## src/rtl/timer_dev.sv

```systemverilog
// Memory-mapped down-counting timer: CTRL/PRESET/COUNT registers, a four-state
// sequencer and a maskable interrupt that is held (one-shot) or pulsed (auto-reload).
module timer_dev (
    input  logic        clk,
    input  logic        reset,
    input  logic [1:0]  addr,
    input  logic        we,
    input  logic [3:0]  be,
    input  logic [31:0] din,
    output logic [31:0] dout,
    output logic        irq
);

    // state | meaning
    // IDLE  | waiting for EN
    // LOAD  | copy PRESET into COUNT
    // CNT   | decrement COUNT until the terminal count (0)
    // INT   | terminal count reached; reload (MODE=01) or stop and clear EN
    typedef enum logic [1:0] {
        IDLE = 2'd0,
        LOAD = 2'd1,
        CNT  = 2'd2,
        INT  = 2'd3
    } state_t;

    localparam logic [1:0] ADDR_CTRL   = 2'd0;
    localparam logic [1:0] ADDR_PRESET = 2'd1;
    localparam logic [1:0] ADDR_COUNT  = 2'd2;
    localparam logic [1:0] MODE_RELOAD = 2'b01;

    state_t      state;
    state_t      state_nx;
    logic        en;
    logic [1:0]  mode;
    logic        im;
    logic [31:0] preset;
    logic [31:0] count;
    logic [31:0] count_nx;
    logic        pending;
    logic        pending_nx;

    logic        wr_ctrl;
    logic        wr_preset;
    logic        term_cnt;
    logic        pend_set;
    logic        pend_clr_fsm;
    logic        en_clr;

    assign wr_ctrl   = we && (addr == ADDR_CTRL);
    assign wr_preset = we && (addr == ADDR_PRESET);
    assign term_cnt  = (count == 32'd0);

    always_comb begin
        state_nx     = state;
        count_nx     = count;
        pend_set     = 1'b0;
        pend_clr_fsm = 1'b0;
        en_clr       = 1'b0;
        case (state)
            IDLE: begin
                if (en) state_nx = LOAD;
            end
            LOAD: begin
                count_nx = preset;
                state_nx = CNT;
            end
            CNT: begin
                if (!en) begin
                    state_nx = IDLE;
                end else if (!term_cnt) begin
                    count_nx = count - 32'd1;
                end else begin
                    state_nx = INT;
                    pend_set = 1'b1;
                end
            end
            INT: begin
                // reserved modes 10/11 fall through to one-shot behaviour
                if (mode == MODE_RELOAD) begin
                    state_nx     = LOAD;
                    pend_clr_fsm = 1'b1;
                end else begin
                    state_nx = IDLE;
                    en_clr   = 1'b1;
                end
            end
            default: state_nx = IDLE;
        endcase
    end

    // a same-edge set beats any clear
    always_comb begin
        pending_nx = pending;
        if (pend_set)
            pending_nx = 1'b1;
        else if (wr_ctrl || wr_preset || pend_clr_fsm)
            pending_nx = 1'b0;
    end

    always_ff @(posedge clk or negedge reset) begin
        if (!reset) begin
            state   <= IDLE;
            count   <= 32'd0;
            pending <= 1'b0;
        end else begin
            state   <= state_nx;
            count   <= count_nx;
            pending <= pending_nx;
        end
    end

    // a software write of EN overrides the one-shot auto-clear on the same edge
    always_ff @(posedge clk or negedge reset) begin
        if (!reset) begin
            en   <= 1'b0;
            mode <= 2'b00;
            im   <= 1'b0;
        end else if (wr_ctrl && be[0]) begin
            en   <= din[0];
            mode <= din[2:1];
            im   <= din[3];
        end else if (en_clr) begin
            en <= 1'b0;
        end
    end

    always_ff @(posedge clk or negedge reset) begin
        if (!reset) begin
            preset <= 32'd0;
        end else if (wr_preset) begin
            for (int i = 0; i < 4; i++) begin
                if (be[i]) preset[8*i +: 8] <= din[8*i +: 8];
            end
        end
    end

    always_comb begin
        dout = 32'd0;
        case (addr)
            ADDR_CTRL:   dout = {28'd0, im, mode, en};
            ADDR_PRESET: dout = preset;
            ADDR_COUNT:  dout = count;
            default:     dout = 32'd0;
        endcase
    end

    assign irq = im & pending;

endmodule

```

## config.mk

```make
export PLATFORM = sky130hd
export DESIGN_NAME = timer_dev
export DESIGN_NICKNAME = d
export VERILOG_FILES = /design/src/rtl/timer_dev.sv
export SDC_FILE = /design/constraint.sdc
export NUM_CORES = 1
export LEC_CHECK = 0
export ABC_AREA = 0
export CORE_MARGIN = 10
export CORE_UTILIZATION = 53
export DETAILED_ROUTE_END_ITERATION = 8
export PLACE_DENSITY = 0.81
export SLEW_MARGIN = 20
export SYNTH_ARGS = -nofsm -noshare
export SYNTH_HDL_FRONTEND = slang
export SYNTH_SLANG_ARGS = --single-unit
```

## constraint.sdc

```tcl
create_clock -name clk -period 3.63 [get_ports clk]
set_input_delay 0.363 -clock clk [delete_from_list [all_inputs] [get_ports clk]]
set_output_delay 0.363 -clock clk [all_outputs]
set_load 0.01 [all_outputs]
```

==> tab_implementation.tex, run 1 <==
\begin{tabular}{lr}
\hline
Metric & Value \\
\hline
\multicolumn{2}{l}{\textbf{STA}} \\
Setup repair after global routing missed its margin & no \\
Final WS setup & $\sim$650 ps \\
Worst slew margin relative to its limit & 35.0\% \\
Fmax & roughly 340 MHz \\
Number of failing setup endpoints in the final timing report & 0 \\
Final number of max-transition violations & 0 \\
Number of hold violations in the final report & 0 \\
TNS Setup & 0 ps \\
Time the worst path needs with I/O delays and setup & approximately 3000 ps \\
Worst slew pin tran & 971 ps \\
Final clock skew & roughly 8 ps \\
Smallest hold slack & 56.2 ps \\
Final worst path period share & 82.2\% \\
\multicolumn{2}{l}{\textbf{Floorplan}} \\
Top-level I/O count & 74 \\
Vertical die dimension & between 100 and 150 µm \\
Chip Width & $\sim$110 µm \\
Die Footprint & between 10000 and 15000 µm² \\
Core Area & about 7400 µm² \\
Starting Density & between 50\% and 60\% \\
Number of standard-cell rows in the floorplan & 31 \\
\multicolumn{2}{l}{\textbf{Synthesis}} \\
Library cell occupying the most area in the post-synthesis netlist & sky130\_fd\_sc\_hd\_\_dfrtp\_1 \\
Cell Area, Synth & between 4000 and 5000 µm² \\
Unique cell type count in the Yosys netlist & 54 \\
Leading post-synthesis cells by cell area & sky130\_fd\_sc\_hd\_\_dfrtp\_1, sky130\_fd\_sc\_hd\_\_mux2\_2, sky130\_fd\_sc\_hd\_\_a22o\_1, sky130\_fd\_sc\_hd\_\_o21ai\_0, sky130\_fd\_sc\_hd\_\_clkbuf\_1 \\
Portion of synthesized cell area occupied by the leading cell type & a little over two fifths \\
Cell count after synthesis & approximately 420 \\
\#FFs+latches synth & between 70 and 80 \\
Most used flip-flop cell after synthesis & sky130\_fd\_sc\_hd\_\_dfrtp\_1 \\
Average cell area after synthesis & 9.64 µm² \\
Number of synthesized flops with an enable pin & 0 \\
Fraction of synthesis flops using an asynchronous set or reset pin & between 90\% and 100\% \\
Post-synthesis sequential area ratio & 43.7\% \\
Net Count, Synth & 464 \\
Yosys synthesis warning count & 0 \\
\multicolumn{2}{l}{\textbf{Min path}} \\
Type of the tightest min-delay check & input pin to async pin \\
\multicolumn{2}{l}{\textbf{Cells and area}} \\
Final Instance Area & 5060 µm² \\
NumNets Final & 522 \\
Register area & 1780 µm² \\
Fin cells & approximately 580 \\
Area overhead of the layout relative to synthesis & 24.3\% \\
Count of fill cells added during filler insertion & approximately 620 \\
Area occupied by multi-input gates & 2120 µm² \\
Proportion of layout cells with a drive suffix above 1 & between 10 and 15\% \\
Antenna diode count & 0 \\
Post-layout utilization of the core & a little under 70\% \\
\multicolumn{2}{l}{\textbf{Clock tree}} \\
TritonCTS clock tree & yes \\
Clock Sink Count & slightly above 70 \\
Post-CTS setup buffer count & 0 \\
Root buf cell & sky130\_fd\_sc\_hd\_\_clkbuf\_8 \\
Worst-case clock buffer depth & 2 \\
Total number of H-tree levels & 3 \\
Post-CTS Hold Buffers & 0 \\
Total of cells resized after clock tree synthesis & 0 \\
Cts bufs inserted & 9 \\
Insertion delay of the later-clocked pin in the worst-skew pair & 360 ps \\
Register clock-pin slew on the reported worst setup and hold paths & roughly 80 ps \\
\multicolumn{2}{l}{\textbf{Global route}} \\
All-layer global routing usage & about a fifth \\
Initial antenna violation count & 0 \\
Number of global-route vias before repair & 3719 \\
Largest net degree at the start of global routing & 44 \\
Residual overflow from global routing & 0 \\
Global-route wire length before repair & about 19000 µm \\
\multicolumn{2}{l}{\textbf{Placed design}} \\
Total placed cells including tap cells & about 570 \\
Gpl congestion & between 0.9 and 1 \\
Number of buffer cells added on primary ports & 73 \\
Placed instance area & between 4000 and 5000 µm² \\
Detailed-placement wirelength estimate & about 8300 µm \\
Post-Place Worst Slack & around 700 ps \\
\multicolumn{2}{l}{\textbf{Critical path}} \\
Critical path endpoint category & flop \\
CP Launch Type & flop \\
Arrival time of the worst setup path & $\sim$3200 ps \\
CP required & a little under 4000 ps \\
Max Fanout on Critical Path & 22 \\
Critical path start-end classification & flop to flop \\
\multicolumn{2}{l}{\textbf{Run}} \\
Number of max-cap violations & 0 \\
\multicolumn{2}{l}{\textbf{Drt}} \\
1st-pass router iterations & 8 \\
Via density per instance & 6.50 \\
Number of antenna-violating nets in the routed design & 0 \\
Wire length reported by the detailed router & between 10000 and 15000 µm \\
WL/cell & about 20 µm \\
Drt initial violations & approximately 260 \\
Post-detailed-route DRC marker count & 0 \\
Vias & $\sim$3.8k \\
\multicolumn{2}{l}{\textbf{Run status}} \\
Outcome & complete, no violations \\
\multicolumn{2}{l}{\textbf{Pwr}} \\
Worst voltage drop across the vdd grid & about 0.34 mV \\
Cell Pwr Density & just over 700 nW/µm² \\
Total power & around 3.6 mW \\
Leakage & approximately 2.0 nW \\
\hline
\end{tabular}
==> final timing paths <==
check | from | endpoint | slack [ps] | cells after the start
max in group asynchronous | reset | preset[11]$_DFFE_PN0P_ | 2570 | 2
worst min register to register | preset[26]$_DFFE_PN0P_ | preset[26]$_DFFE_PN0P_ | 530 | 1
worst min-delay path | reset | preset[29]$_DFFE_PN0P_ | 60 | 1
worst max register to register | count[18]$_DFFE_PN0P_ | count[11]$_DFFE_PN0P_ | 650 | 5
worst max-delay path | count[18]$_DFFE_PN0P_ | count[11]$_DFFE_PN0P_ | 650 | 5
min in group clk | preset[26]$_DFFE_PN0P_ | preset[26]$_DFFE_PN0P_ | 530 | 1
==> flip-flops by register name, summed over array words and instances, names as in the netlist <==
register  cells
en            1
state         2
mode          2
count        32
im            1
pending       1
preset       32
==> layout make-up <==
class                   instances  share of cell area (%)
multi-input cells             311                    42.0
flip-flops and latches         71                    35.1
repair buffers                 82                    15.8
clock buffers                  12                    3.27
well taps                      99                    2.45
clock inverters                 4                    1.04
inverters                       5                   0.371
==> worst max-delay path, stage by stage, from the launching register on <==
cell                      delay, ps
sky130_fd_sc_hd__dfrtp_1        450
sky130_fd_sc_hd__or4_1          680
sky130_fd_sc_hd__or4_1          650
sky130_fd_sc_hd__or4_4          640
sky130_fd_sc_hd__nand2_4        280
sky130_fd_sc_hd__o21ai_0        150
==> power breakdown <==
group / switching [mW] / internal [mW] / total [mW] / leakage [nW]
clock network: 0.313 / 0.374 / 0.687 / 0.101
registers: 0.376 / 1.08 / 1.45 / 0.854
logic: 0.785 / 0.681 / 1.47 / 1.02
==> cells in the mapped netlist, drive strengths merged, types with 2 or more instances <==
cell	count
nor4	15
or4	8
a21oi	20
inv	5
a2bb2oi	3
o2bb2ai	2
and2	3
o22a	4
nor2b	5
a41o	2
or3	2
nand3	8
nor3	14
a32oi	2
nor2	25
nand2b	4
nand4	3
a22oi	4
mux2	35
a211oi	5
o22ai	5
a22o	30
mux2i	4
nand3b	3
buf	6
clkbuf	29
and3b	2
dfrtp	71
nand2	25
o31ai	4
o21ai	42
a31oi	16
==> cell usage in the layout, fill, tap and decap left out, types with 12 or more instances in the layout <==
cell                              instances
sky130_fd_sc_hd__o21ai_0                 40
sky130_fd_sc_hd__a31oi_1                 16
sky130_fd_sc_hd__clkdlybuf4s50_1         72
sky130_fd_sc_hd__nor2_1                  25
sky130_fd_sc_hd__clkbuf_8                12
sky130_fd_sc_hd__nand2_1                 24
sky130_fd_sc_hd__a21oi_1                 20
sky130_fd_sc_hd__mux2_2                  35
sky130_fd_sc_hd__nor4_1                  14
sky130_fd_sc_hd__dfrtp_1                 71
sky130_fd_sc_hd__a22o_1                  30
sky130_fd_sc_hd__nor3_1                  14
==> logic make-up (layout without fill, tap and decap cells) <==
| family | count (synthesis) | in the layout | synth area share (%) |
|---|---|---|---|
| multiplexers | 39 | 39 | 10.7 |
| adder cells (fa/ha/maj) | 1 | 1 | 0.307 |
| AND/OR/NAND/NOR | 120 | 120 | 15.7 |
| flip-flops | 71 | 71 | 43.7 |
| buffers and inverters | 40 | 103 | 4.34 |
| AO/OA/AOI/OAI | 151 | 151 | 25.3 |
==> layer usage <==
layer,wire (µm),track usage (%),vias up,part of all wire [%]
li1,-,-,1732,-
met1,4770,25.2,1845,40
met2,6050,34.2,197,51
met3,1000,5.27,21,8.4
met4,150,6.49,0,1.3
met5,0,0,-,0
Note: power is estimated with default switching activity, not from simulation.
==> run 2, diff against run 1 <==
- CORE_UTILIZATION: 53 -> 48
- PLACE_DENSITY: 0.81 -> 0.77
- clock period: 3.63 -> 2.4 ns (I/O delays scaled with it)
==> run 2 against run 1 <==
Against the previous run: the run now ends with negative setup slack left; largest cell class unchanged; worst hold slack gained 340 ps; flip-flop and latch count is the same; clock-buffer cell count shrank 3; cell area grew 10%; die area grew 8.4%; cell count grew 9.2%; sequential power grew 43%; critical path depth grew 1; worst setup slack lost 700 ps; combinational power grew 90%; non-clock buffer count grew 49.
==> tab_implementation.tex, run 2 (synthesis results as in run 1) <==
\begin{tabular}{lr}
\hline
Metric & Value \\
\hline
\multicolumn{2}{l}{\textbf{Cells and area}} \\
Final Instance Area & between 5000 and 6000 µm² \\
Proportion of layout cells with a drive suffix above 1 & $\sim$24\% \\
Commonest cells after routing, fill and taps aside & sky130\_fd\_sc\_hd\_\_clkdlybuf4s50\_1, sky130\_fd\_sc\_hd\_\_dfrtp\_1, sky130\_fd\_sc\_hd\_\_buf\_4 \\
Count of fill cells added during filler insertion & 645 \\
Antenna diode count & 0 \\
Fin cells & approximately 640 \\
Top Registers & count: 32 flops, preset: 32 flops \\
Most frequent standard cell in the layout excluding fill and tap cells & sky130\_fd\_sc\_hd\_\_clkdlybuf4s50\_1 \\
Area overhead of the layout relative to synthesis & 37.1\% \\
NumNets Final & 571 \\
\multicolumn{2}{l}{\textbf{Clock tree}} \\
Total number of H-tree levels & 3 \\
Worst-case clock buffer depth & 2 \\
TritonCTS clock tree & yes \\
Insertion delay of the later-clocked pin in the worst-skew pair & approximately 360 ps \\
Cts bufs inserted & 9 \\
Clock Sink Count & 71 \\
Root buf cell & sky130\_fd\_sc\_hd\_\_clkbuf\_8 \\
Register clock-pin slew on the reported worst setup and hold paths & 80 ps \\
\multicolumn{2}{l}{\textbf{Drt}} \\
Wire length reported by the detailed router & between 10000 and 15000 µm \\
Drt initial violations & around 380 \\
Vias & between 4k and 5k \\
WL/cell & between 15 and 20 µm \\
Routed met2 length & between 6000 and 7000 µm \\
Via density per instance & $\sim$6.3 \\
Met3 WL post-DR & approximately 950 µm \\
1st-pass router iterations & 5 \\
Routed length on met1 & between 5000 and 6000 µm \\
Post-detailed-route DRC marker count & 0 \\
Number of antenna-violating nets in the routed design & 0 \\
Highest Signal Layer & met4 \\
\multicolumn{2}{l}{\textbf{STA}} \\
Worst slew pin tran & between 500 and 600 ps \\
Final number of max-transition violations & 0 \\
Time the worst path needs with I/O delays and setup & roughly 2400 ps \\
Number of hold violations in the final report & 0 \\
Final clock skew & $\sim$9.9 ps \\
Setup repair after global routing missed its margin & yes \\
Number of failing setup endpoints in the final timing report & 6 \\
Final WS setup & -48.8 ps \\
Worst slew margin relative to its limit & 63.3\% \\
Final worst path period share & 102\% \\
Fmax & about 410 MHz \\
Smallest hold slack & about 400 ps \\
\multicolumn{2}{l}{\textbf{Placed design}} \\
Detailed-placement wirelength estimate & 8810 µm \\
Gpl congestion & roughly 0.90 \\
Placed instance area & approximately 5200 µm² \\
Post-Place Worst Slack & -108 ps \\
Total placed cells including tap cells & just over 600 \\
Number of buffer cells added on primary ports & 73 \\
\multicolumn{2}{l}{\textbf{Critical path}} \\
Critical path start-end classification & flop to flop \\
Buf/Inv on CP & 1 \\
Arrival time of the worst setup path & $\sim$2700 ps \\
Cell with the biggest individual delay on the critical path & sky130\_fd\_sc\_hd\_\_or4\_4 \\
CP required & between 2000 and 3000 ps \\
Critical-path cell list & or4\_4 > or4\_4 > or4\_4 > buf\_12 > a31oi\_1 > a21oi\_1 \\
CP Launch Type & flop \\
Crit-path max cell delay & $\sim$540 ps \\
CP most frequent cell & sky130\_fd\_sc\_hd\_\_or4\_4 \\
Max Fanout on Critical Path & 6 \\
CP top delay family & simple AND/OR/NAND/NOR gates \\
Critical path endpoint category & flop \\
\multicolumn{2}{l}{\textbf{Min path}} \\
Type of the tightest min-delay check & input pin to async pin \\
\multicolumn{2}{l}{\textbf{Pwr}} \\
Cell Pwr Density & around 1100 nW/µm² \\
Worst voltage drop across the vdd grid & a little under 0.5 mV \\
Total power & approximately 6 mW \\
Leakage & 2.28 nW \\
\multicolumn{2}{l}{\textbf{Floorplan}} \\
Top-level I/O count & 74 \\
Die Footprint & 12600 µm² \\
Starting Density & between 40\% and 50\% \\
Vertical die dimension & about 110 µm \\
Core Area & between 8000 and 9000 µm² \\
Number of standard-cell rows in the floorplan & 33 \\
Chip Width & approximately 110 µm \\
\multicolumn{2}{l}{\textbf{Global route}} \\
Number of global-route vias before repair & between 3k and 4k \\
Residual overflow from global routing & 0 \\
All-layer global routing usage & between 10\% and 20\% \\
Initial antenna violation count & 0 \\
Largest net degree at the start of global routing & 51 \\
Global-route wire length before repair & around 20000 µm \\
\multicolumn{2}{l}{\textbf{Run status}} \\
Violations in the final reports & negative setup slack \\
Outcome & finished, violations left \\
\multicolumn{2}{l}{\textbf{Run}} \\
Number of max-cap violations & 0 \\
\hline
\end{tabular}
## run 2: cell types whose count changed in the layout (fill, tap and decap cells not counted), sizes merged
cell / change
buf: +48
bufinv: +2
clkbuf: -3
clkinv: +1
clkinvlp: -1
dlygate4sd3: +1
## run 2: stage by stage
step | TNS (ps) | utilization, %
3_3_place_gp | -1590 | 63.6
2_1_floorplan | -5620 | -
5_1_grt | -1100 | 67.9
6_report | -140 | 67.9
4_1_cts | -60.8 | 67.5
3_5_place_dp | -2200 | 63.6
## run 2: power by group
| group | switching [mW] | internal [mW] | leakage [nW] |
|---|---|---|---|
| combinational | 1.44 | 1.35 | 1.31 |
| sequential | 0.455 | 1.63 | 0.854 |
| clock | 0.473 | 0.682 | 0.111 |
## run 2: path summary, 6_finish.rpt
check,startpoint,endpoint,slack (ps),depth (start not counted)
max,count[22]$_DFFE_PN0P_,count[6]$_DFFE_PN0P_,-50,6
min,reset,preset[28]$_DFFE_PN0P_,400,2
max reg2reg,count[22]$_DFFE_PN0P_,count[6]$_DFFE_PN0P_,-50,6
min reg2reg,preset[26]$_DFFE_PN0P_,preset[26]$_DFFE_PN0P_,530,1
max in group asynchronous,reset,count[9]$_DFFE_PN0P_,1330,3
min in group clk,din[0],en$_DFFE_PN0P_,460,3
## run 2: area by class of cell
class | instances | area (µm²) | share of cell area (%)
multi-input cells | 311 | 2210 | 39.6
clock buffers | 9 | 124 | 2.22
repair buffers | 131 | 1210 | 21.7
well taps | 105 | 131 | 2.36
clock inverters | 6 | 110 | 1.97
flip-flops and latches | 71 | 1780 | 31.9
inverters | 5 | 18.8 | 0.336
## run 2: routing by layer
metal / GRT usage, % / vias to the layer above
met4: 7.11 / 0
met5: 0 / -
met1: 23.7 / 1957
li1: - / 1834
met3: 4.15 / 32
met2: 32.4 / 210
## run 2: timing repair
item / 4_1_cts / 5_1_grt
endpoints found under the setup margin: 32 / 28
hold buffers: 1 / 0
setup buffers: 3 / 0
gates cloned: 1 / 0
resized for setup: 11 / 6
hold endpoints to repair: 21 / 0
pin swaps: 8 / 4
